--- config.mk ---
export PLATFORM = sky130hd
export DESIGN_NAME = ex_stage
export DESIGN_NICKNAME = d
export VERILOG_FILES = /design/src/rtl/ex_stage.sv
export SDC_FILE = /design/constraint.sdc
export NUM_CORES = 1
export LEC_CHECK = 0
export CORE_UTILIZATION = 50
export DETAILED_ROUTE_END_ITERATION = 8
export GPL_TIMING_DRIVEN = 0
export PLACE_DENSITY = 0.72
export SYNTH_ARGS = -nofsm -noshare
export SYNTH_HDL_FRONTEND = slang
export SYNTH_SLANG_ARGS = --single-unit
--- constraint.sdc ---
create_clock -name clk -period 4.9 [get_ports clk]
set_input_delay 0.98 -clock clk [delete_from_list [all_inputs] [get_ports clk]]
set_output_delay 0.98 -clock clk [all_outputs]
set_load 0.03 [all_outputs]
--- src/rtl/ex_stage.sv ---
// ex_stage: execute stage of the St.PU five-stage pipeline.
//
// Latches the decoded operation into an ID/EX register, evaluates the
// logic / shift / arithmetic result combinationally, forwards it back to
// decode on the ex_* bus and registers it into EX/MEM for the memory stage.
//
// Ports:
//   clk, rst           clock (rising edge), synchronous active-high reset
//   stall_i, flush_i   hold / kill the instruction currently in EX
//   aluop_i, alusel_i  operation code and result class from decode
//   reg1_i, reg2_i     operands
//   wd_i, wreg_i       destination address and write enable
//   ex_wreg_o/ex_wd_o/ex_wdata_o     combinational forwarding bus
//   mem_wreg_o/mem_wd_o/mem_wdata_o  EX/MEM register
//   ovf_o              EX/MEM register: signed overflow of previous EX op
//
// Pipeline control (the only handshake this stage has):
//   priority is rst > flush_i > stall_i > load. flush_i clears ID/EX and
//   EX/MEM. stall_i holds ID/EX and pushes a bubble into EX/MEM, so a held
//   instruction reaches MEM exactly once, on the first edge with stall_i=0.
module ex_stage (
  input  logic        clk,
  input  logic        rst,
  input  logic        stall_i,
  input  logic        flush_i,
  input  logic [7:0]  aluop_i,
  input  logic [2:0]  alusel_i,
  input  logic [31:0] reg1_i,
  input  logic [31:0] reg2_i,
  input  logic [4:0]  wd_i,
  input  logic        wreg_i,
  output logic        ex_wreg_o,
  output logic [4:0]  ex_wd_o,
  output logic [31:0] ex_wdata_o,
  output logic        mem_wreg_o,
  output logic [4:0]  mem_wd_o,
  output logic [31:0] mem_wdata_o,
  output logic        ovf_o
);

  localparam logic [7:0] EXE_NOP_OP  = 8'b0000_0000;
  localparam logic [7:0] EXE_AND_OP  = 8'b0010_0100;
  localparam logic [7:0] EXE_OR_OP   = 8'b0010_0101;
  localparam logic [7:0] EXE_XOR_OP  = 8'b0010_0110;
  localparam logic [7:0] EXE_NOR_OP  = 8'b0010_0111;
  localparam logic [7:0] EXE_SLL_OP  = 8'b0111_1100;
  localparam logic [7:0] EXE_SRL_OP  = 8'b0000_0010;
  localparam logic [7:0] EXE_SRA_OP  = 8'b0000_0011;
  localparam logic [7:0] EXE_SLT_OP  = 8'b0010_1010;
  localparam logic [7:0] EXE_SLTU_OP = 8'b0010_1011;
  localparam logic [7:0] EXE_ADD_OP  = 8'b0010_0000;
  localparam logic [7:0] EXE_ADDU_OP = 8'b0010_0001;
  localparam logic [7:0] EXE_SUB_OP  = 8'b0010_0010;
  localparam logic [7:0] EXE_SUBU_OP = 8'b0010_0011;

  localparam logic [2:0] EXE_RES_NOP        = 3'b000;
  localparam logic [2:0] EXE_RES_LOGIC      = 3'b001;
  localparam logic [2:0] EXE_RES_SHIFT      = 3'b010;
  localparam logic [2:0] EXE_RES_ARITHMETIC = 3'b100;

  localparam logic [31:0] ZERO_WORD    = 32'h0000_0000;
  localparam logic [4:0]  NOP_REG_ADDR = 5'b00000;

  // ID/EX register
  logic [7:0]  s_aluop;
  logic [2:0]  s_alusel;
  logic [31:0] s_reg1;
  logic [31:0] s_reg2;
  logic [4:0]  s_wd;
  logic        s_wreg;

  always_ff @(posedge clk) begin
    if (rst || flush_i) begin
      s_aluop  <= EXE_NOP_OP;
      s_alusel <= EXE_RES_NOP;
      s_reg1   <= ZERO_WORD;
      s_reg2   <= ZERO_WORD;
      s_wd     <= NOP_REG_ADDR;
      s_wreg   <= 1'b0;
    end else if (!stall_i) begin
      s_aluop  <= aluop_i;
      s_alusel <= alusel_i;
      s_reg1   <= reg1_i;
      s_reg2   <= reg2_i;
      s_wd     <= wd_i;
      s_wreg   <= wreg_i;
    end
  end

  logic [31:0] sum;
  logic [31:0] diff;
  logic [31:0] result;
  logic        ovf;

  assign sum  = s_reg1 + s_reg2;
  assign diff = s_reg1 - s_reg2;

  always_comb begin
    result = ZERO_WORD;
    ovf    = 1'b0;
    unique case (s_alusel)
      EXE_RES_LOGIC: begin
        case (s_aluop)
          EXE_OR_OP:  result = s_reg1 | s_reg2;
          EXE_AND_OP: result = s_reg1 & s_reg2;
          EXE_XOR_OP: result = s_reg1 ^ s_reg2;
          EXE_NOR_OP: result = ~(s_reg1 | s_reg2);
          default:    result = ZERO_WORD;
        endcase
      end
      EXE_RES_SHIFT: begin
        case (s_aluop)
          EXE_SLL_OP: result = s_reg2 << s_reg1[4:0];
          EXE_SRL_OP: result = s_reg2 >> s_reg1[4:0];
          EXE_SRA_OP: result = $unsigned($signed(s_reg2) >>> s_reg1[4:0]);
          default:    result = ZERO_WORD;
        endcase
      end
      EXE_RES_ARITHMETIC: begin
        case (s_aluop)
          EXE_ADD_OP: begin
            result = sum;
            // same-sign operands whose sum flips sign
            ovf = (s_reg1[31] == s_reg2[31]) && (sum[31] != s_reg1[31]);
          end
          EXE_ADDU_OP: result = sum;
          EXE_SUB_OP: begin
            result = diff;
            // opposite-sign operands whose difference takes reg2's sign
            ovf = (s_reg1[31] != s_reg2[31]) && (diff[31] != s_reg1[31]);
          end
          EXE_SUBU_OP: result = diff;
          EXE_SLT_OP:  result = {31'd0, $signed(s_reg1) < $signed(s_reg2)};
          EXE_SLTU_OP: result = {31'd0, s_reg1 < s_reg2};
          default:     result = ZERO_WORD;
        endcase
      end
      default: result = ZERO_WORD;
    endcase
  end

  assign ex_wd_o    = s_wd;
  assign ex_wdata_o = result;
  assign ex_wreg_o  = s_wreg & ~ovf;

  // EX/MEM register
  always_ff @(posedge clk) begin
    if (rst || flush_i || stall_i) begin
      mem_wreg_o  <= 1'b0;
      mem_wd_o    <= NOP_REG_ADDR;
      mem_wdata_o <= ZERO_WORD;
      ovf_o       <= 1'b0;
    end else begin
      mem_wreg_o  <= ex_wreg_o;
      mem_wd_o    <= ex_wd_o;
      mem_wdata_o <= ex_wdata_o;
      ovf_o       <= ovf;
    end
  end

endmodule
After elaboration in Yosys (flattened, before gate mapping)
Cells that the tools add are included.
- reductions and logical operators: 6
- add/subtract/negate cells: 2
- $lt $le $gt $ge: 2
- mux-type cells: 6
- bitwise logic cells: 6
- shift-type cells: 3
- equal/unequal tests: 20
- operators with widths (kind ; number):
    one-hot mux 32 bit (4 select lines) ; 2
    one-hot mux 32 bit (3 select lines) ; 2
    == test 8 x 6 -> 1 bit, second input constant ; 10
    < comparator 32 bit ; 2
    adder 32 bit ; 1
    bitwise AND 32 bit ; 1
    NOT 32 bit ; 1
    OR 32 bit ; 1
    left shift 32 x 5 -> 32 bit ; 1
    right shift 32 x 5 -> 32 bit ; 1
    >>> shifter 32 x 5 -> 32 bit ; 1
    subtractor 32 bit ; 1
    bitwise XOR 32 bit ; 1
    == test 8 x 2 -> 1 bit, second input constant ; 2
    == test 8 x 7 -> 1 bit, second input constant ; 1
    OR reduction 2 bit ; 2
    == test 3 x 1 -> 1 bit, second input constant ; 1
    == test 3 x 2 -> 1 bit, second input constant ; 1
    == test 3 bit, second input constant ; 1
    inequality test 1 bit ; 3
    logical AND 1 bit ; 2
    logical OR 1 bit ; 2
    one-hot mux 1 bit (2 select lines) ; 1
    bitwise AND 1 bit ; 1
    3 further kinds ; 3
- register bits: 120
- output and inout port bits: 77
- word-level logic and storage cells: 55
- bits of input ports: 85

Longest topological paths before layout
- depth after elaboration: 7
- mapped depth: 16
- depth with buffers taken out: 12

Worst setup path before layout
Ideal clock, no wire load.
- path type: reg-to-output
- start point: register s_reg1[2]
- end point: output ex_wdata_o[29]
- data arrival time: 3.726 ns
- stages on the path, launching flop included: 16
- path buffers: 5
- path slack: 0.194 ns
- data required time: 3.920 ns
- path through: dfxtp_1 > buf_4 > buf_2 > inv_1 > buf_4 > clkbuf_1 > ha_1 > buf_2 > nand2b_1 > o311ai_2 > nand2_1 > a222oi_1 > o31ai_4 > or2b_1 > a31oi_1 > o41ai_1
- word-level cells in the longest chain between the ends: 3
- elaborated cells on any way between the ends: 8
- those cells by class: add/sub: 2; shift: 3; mux: 3
- RTL lines (item ; line ; text):
    start, declared ; 67 ; logic [31:0] s_reg1;
    start signal, assigned ; 83 ; s_reg1 <= reg1_i;
    subtractor 32 bit, or another cell as far along ; 96 ; assign diff = s_reg1 - s_reg2;
    one-hot mux 32 bit (4 select lines) / one-hot mux 32 bit (3 select lines) (equally long branches) ; 120, 112 ;
    one-hot mux 32 bit (3 select lines) * ; 101 ; unique case (s_alusel)
    end, declared ; 34 ; output logic [31:0] ex_wdata_o,
Mark *: on every way between the ends. The rest lies on a longest branch, timed or not.

Final worst setup path
- start point: register s_reg2[22]
- end point: output ex_wdata_o[31]
- word-level cells in the longest chain between the ends: 3
- elaborated cells on any way between the ends: 8
- those cells by class: add/sub: 2; shift: 3; mux: 3
- RTL lines (item ; line ; text):
    start, declared ; 68 ; logic [31:0] s_reg2;
    start signal, assigned ; 84 ; s_reg2 <= reg2_i;
    subtractor 32 bit, or another cell as far along ; 96 ;
    one-hot mux 32 bit (4 select lines) / one-hot mux 32 bit (3 select lines) (equally long branches) ; 120, 112 ;
    one-hot mux 32 bit (3 select lines) * ; 101 ;
Marks and branches as above.

==> results.md <==
Clock network:
- TritonCTS built the clock tree.
- The root buffer cell is clkbuf_16.
- The CTS H-tree depth is 4.
- In this run, CTS created clock tree buffers numbering 17.
- The clock tree buffer depth is 2.
- The insertion delay of the later-clocked pin in the worst-skew pair is 460 ps.
- After clock tree synthesis, the clock-pin slew on the worst setup and hold paths is 70 ps.
- In this run, post-CTS hold repair placed 0 buffers.
- The TritonCTS sink count is 120.

Floorplanning:
- The number of top-level pins is 162.
- Row generation in the floorplan step produced 60 rows.
- For this configuration, the core starts out at a cell density of 50.8%.
- The area of the die is 28100 um2.
- The x dimension of the die is 168 um.
- The core region area is 27000 um2.
- The die is 168 um tall.

Detailed routing:
- The routed wire length is 68800 um.
- The count of unresolved DRC violations after routing is 0.
- For this block, wires on met1 add up to 26700 um.
- The top layer reached by signal wires is met5.
- The detail-routed via count per cell is 6.89.
- The first-iteration detailed-routing DRC count is 2448.
- The count of nets left with antenna violations once routing finished came out at 0.
- Detailed routing placed a total of 9110 um of wire on met3.
- For this run, the detailed router's first-pass iteration total came to 6.
- The routed design uses 27800 um of met2 wire.
- For this block, the via count after detailed routing is 16200.
- After detailed routing, the average wire length per cell comes to 29.3 um.

STA:
- The hold violation total from the final report is 0.
- The highest attainable clock frequency is 201 MHz.
- Once routing completed, OpenROAD measured the worst setup slack at -83.3 ps.
- The share of the clock period used by the worst path is 102%.
- The final-report setup violation count is 6.
- The count of final max-slew check failures is 11.
- Setup repair after global routing could not meet its margin everywhere.
- Between clock sinks in the finished design, the worst skew comes to 14.2 ps.
- The worst-margin pin slew is 1510 ps.
- The final critical path time including I/O delays and setup is 4980 ps.
- The worst slew margin relative to its limit is -1.35%.

GRT:
- The number of global-route vias before repair is 15000.
- The initial antenna violation count is 1.
- The remaining global-route overflow is 0.
- Entering global routing, the biggest net connects 18 pins.
- The first global-routing pass estimated 98300 um of wire.
- Global routing consumed, over all layers together, 47.8% of the routing resources.

Placement:
- Detailed placement finished with a half-perimeter wire length of 52800 um.
- The number of buffers added on ports is 161.
- The placed instance area is 15700 um2.
- The congestion estimate from routability-driven global placement came to 1.12.
- Prior to clock tree synthesis, the placed netlist has a worst setup slack of -1700 ps.

Finish:
- The net count of the finished layout is 2180.
- The area growth from synthesis to layout is 24.7%.
- The multi-input combinational cells in the finished layout cover a total of 10700 um2.
- After filler insertion, the fill cell instance count of the layout stands at 2411.
- With fillers left out, the area of the finished cells amounts to 17100 um2.
- The sequential standard cell area is 2450 um2.
- The share of layout cells above drive strength 1 is 16.5%.

Worst setup path:
- The critical path launch point type is a flip-flop.
- The data arrival time of the critical path is 4000 ps.
- Broken down by cell family, the worst path's largest delay share belongs to compound AO/OA/AOI/OAI gates.
- For flop-to-flop paths, the worst setup slack is 1280 ps.
- Of all nets on the critical path, the largest fanout is 10.
- The setup path with the least slack is of type flip-flop to output port.
- In this run the critical register-to-register path is captured at mem_wdata_o[31].
- The critical path contains buffers and inverters numbering 2 combined.
- The endpoint class of the critical path is an output port.
- The largest stage delay on the critical path is 600 ps.
- Walking the worst path, the cells encountered are inv_1 > ha_1 > nand4_1 > nor3_1 > nand4_1 > o311ai_2 > nor2_1 > o21a_1 > a221o_1 > a221o_1 > buf_4.
- The worst register-to-register path has a depth of 11.
- The library cell contributing the largest single delay on the critical path is dfxtp_2.
- The data required time of the worst path is 3920 ps.
- The worst register-to-register path begins at s_reg2[22].

Synthesis:
- The synthesized netlist occupies a cell area of 13700 um2.
- The top flip-flop cell by instance count after synthesis is dfxtp_1.
- The synthesized area per cell is 7.65 um2.
- The cell count after synthesis came out at 1791.
- Sequential cells were found to cover 17.5% of the synthesized design area.
- Summed over all instances, the cell type with the most area after synthesis is dfxtp_1.
- During synthesis, Yosys emitted a total of 0 warnings.
- The fraction of registers with async set or reset after synthesis is 0%.
- When the netlist entered floorplanning its net count stood at 1977.
- The number of library cell types mapped by synthesis is 85.
- The cell with the most instances after synthesis is nor2_1.
- The number of synthesized register bits is 120.
- Yosys mapped a number of flops with a built-in enable equal to 0.
- Sorting the synthesized cells by area gives the leading types as dfxtp_1 (18%), mux2i_1 (13%), ha_1 (9.0%).
- The share of the synthesized area in the top cell type is 17.5%.
- Ranked by instance count, the synthesized netlist is headed by nor2_1 (231), mux2i_1 (172), nand2_1 (143), a21oi_1 (132), dfxtp_1 (120).

Hold path:
- Along the worst hold path, the cell count comes to 1.
- The startpoint identified for the worst hold timing path is ex_wd_o[3].
- The tightest min-delay check is of the flip-flop to flip-flop type.
- The end point of the worst hold path is mem_wd_o[3].

Job:
- The tool flagged a number of max-cap violations equal to 1.

Power:
- The power per cell area is 198 nW/um2.
- The maximum vdd ir drop is 0.000182 V.
- In this run the static leakage power is 6.70 nW.
- The total power is 0.00339 W.

Run status:
- The checks that failed: max-capacitance violations, max-slew violations, negative setup slack.
- The flow ran to the end, but the final reports show violations.
[power breakdown]
| group | total (W) | switching [W] | leakage [nW] | internal [W] |
|---|---|---|---|---|
| clock network | 0.00130 | 0.000600 | 0.263 | 0.000701 |
| logic | 0.00104 | 0.000623 | 5.45 | 0.000416 |
| registers | 0.00105 | 0.0000524 | 0.987 | 0.000997 |
[area by class of cell]
type                       instances  share of cell area, %
antenna                            1                 0.0146
buffer                           141                   4.66
clock buffer                      18                   2.51
clock inverter                    14                  0.747
inverter                          96                   2.17
multi-input combinational       1429                   62.9
sequential                       120                   14.3
tap                              341                   2.50
timing repair buffer             189                   10.2
[through the flow]
stage | instances | util (%) | TNS (ps) | hold slack [ps]
5_1_grt | 2348 | 63.4 | -305 | 492
3_3_place_gp | 2293 | 58.4 | -26610 | 465
3_5_place_dp | 2293 | 58.4 | -25630 | 481
2_1_floorplan | 1791 | - | 0 | 466
4_1_cts | 2338 | 62.4 | -1.00 | 488
6_report | 2349 | 63.4 | -193 | 490
[layout by cell type, fill, tap and decap left out, types with 41 or more instances in the layout]
cell / n
mux2i_1: 172
buf_4: 44
a21oi_1: 128
and2_1: 41
nand2_1: 140
xnor2_1: 42
o21ai_0: 87
clkdlybuf4s50_1: 128
ha_1: 94
inv_1: 90
clkbuf_1: 52
nor2_1: 227
dfxtp_1: 96
[state kept, by name, summed over array words and instances (netlist names)]
register and count:
mem_wd_o 5, mem_wdata_o 32, s_reg2 32, mem_wreg_o 1, s_reg1 32, s_alusel 3, ovf_o 1, ex_wd_o 5
s_wreg 1, s_aluop 8
[cells by family (layout without fill, tap and decap cells)]
family	Yosys count	after routing	share of synthesized area, %
mux	227	227	20.0
compound gates	474	474	23.2
flops	120	120	17.5
xor+xnor	52	52	3.32
other cells	0	1	0
fa+ha+maj	101	101	9.33
simple gates	575	575	19.3
buf+inv	242	458	7.39
[how the worst max path moves through the flow]
stage	from	to	slack, ps	cells past startpoint
after global placement	s_reg1[0]	ex_wdata_o[30]	-1750	15
after floorplan	s_reg1[2]	ex_wdata_o[29]	190	15
final	s_reg2[22]	ex_wdata_o[31]	-80	11
after detailed placement	s_reg1[0]	ex_wdata_o[30]	-1700	15
after CTS	s_reg1[2]	ex_wdata_o[30]	-1	17
after global routing	s_reg1[4]	ex_wdata_o[31]	-90	14
[per-layer routing]
metal / vias to the layer above / track usage (%)
li1: 6891 / -
met1: 7599 / 62.4
met2: 1371 / 69.2
met3: 311 / 12.8
met4: 2 / 30.7
met5: - / 0
[timing repair]
item	4_1_cts	5_1_grt
setup endpoints to repair	35	32
gates resized for setup	260	96
pin swaps	26	16
setup buffers	17	11
(Power assumes the default switching activity.)
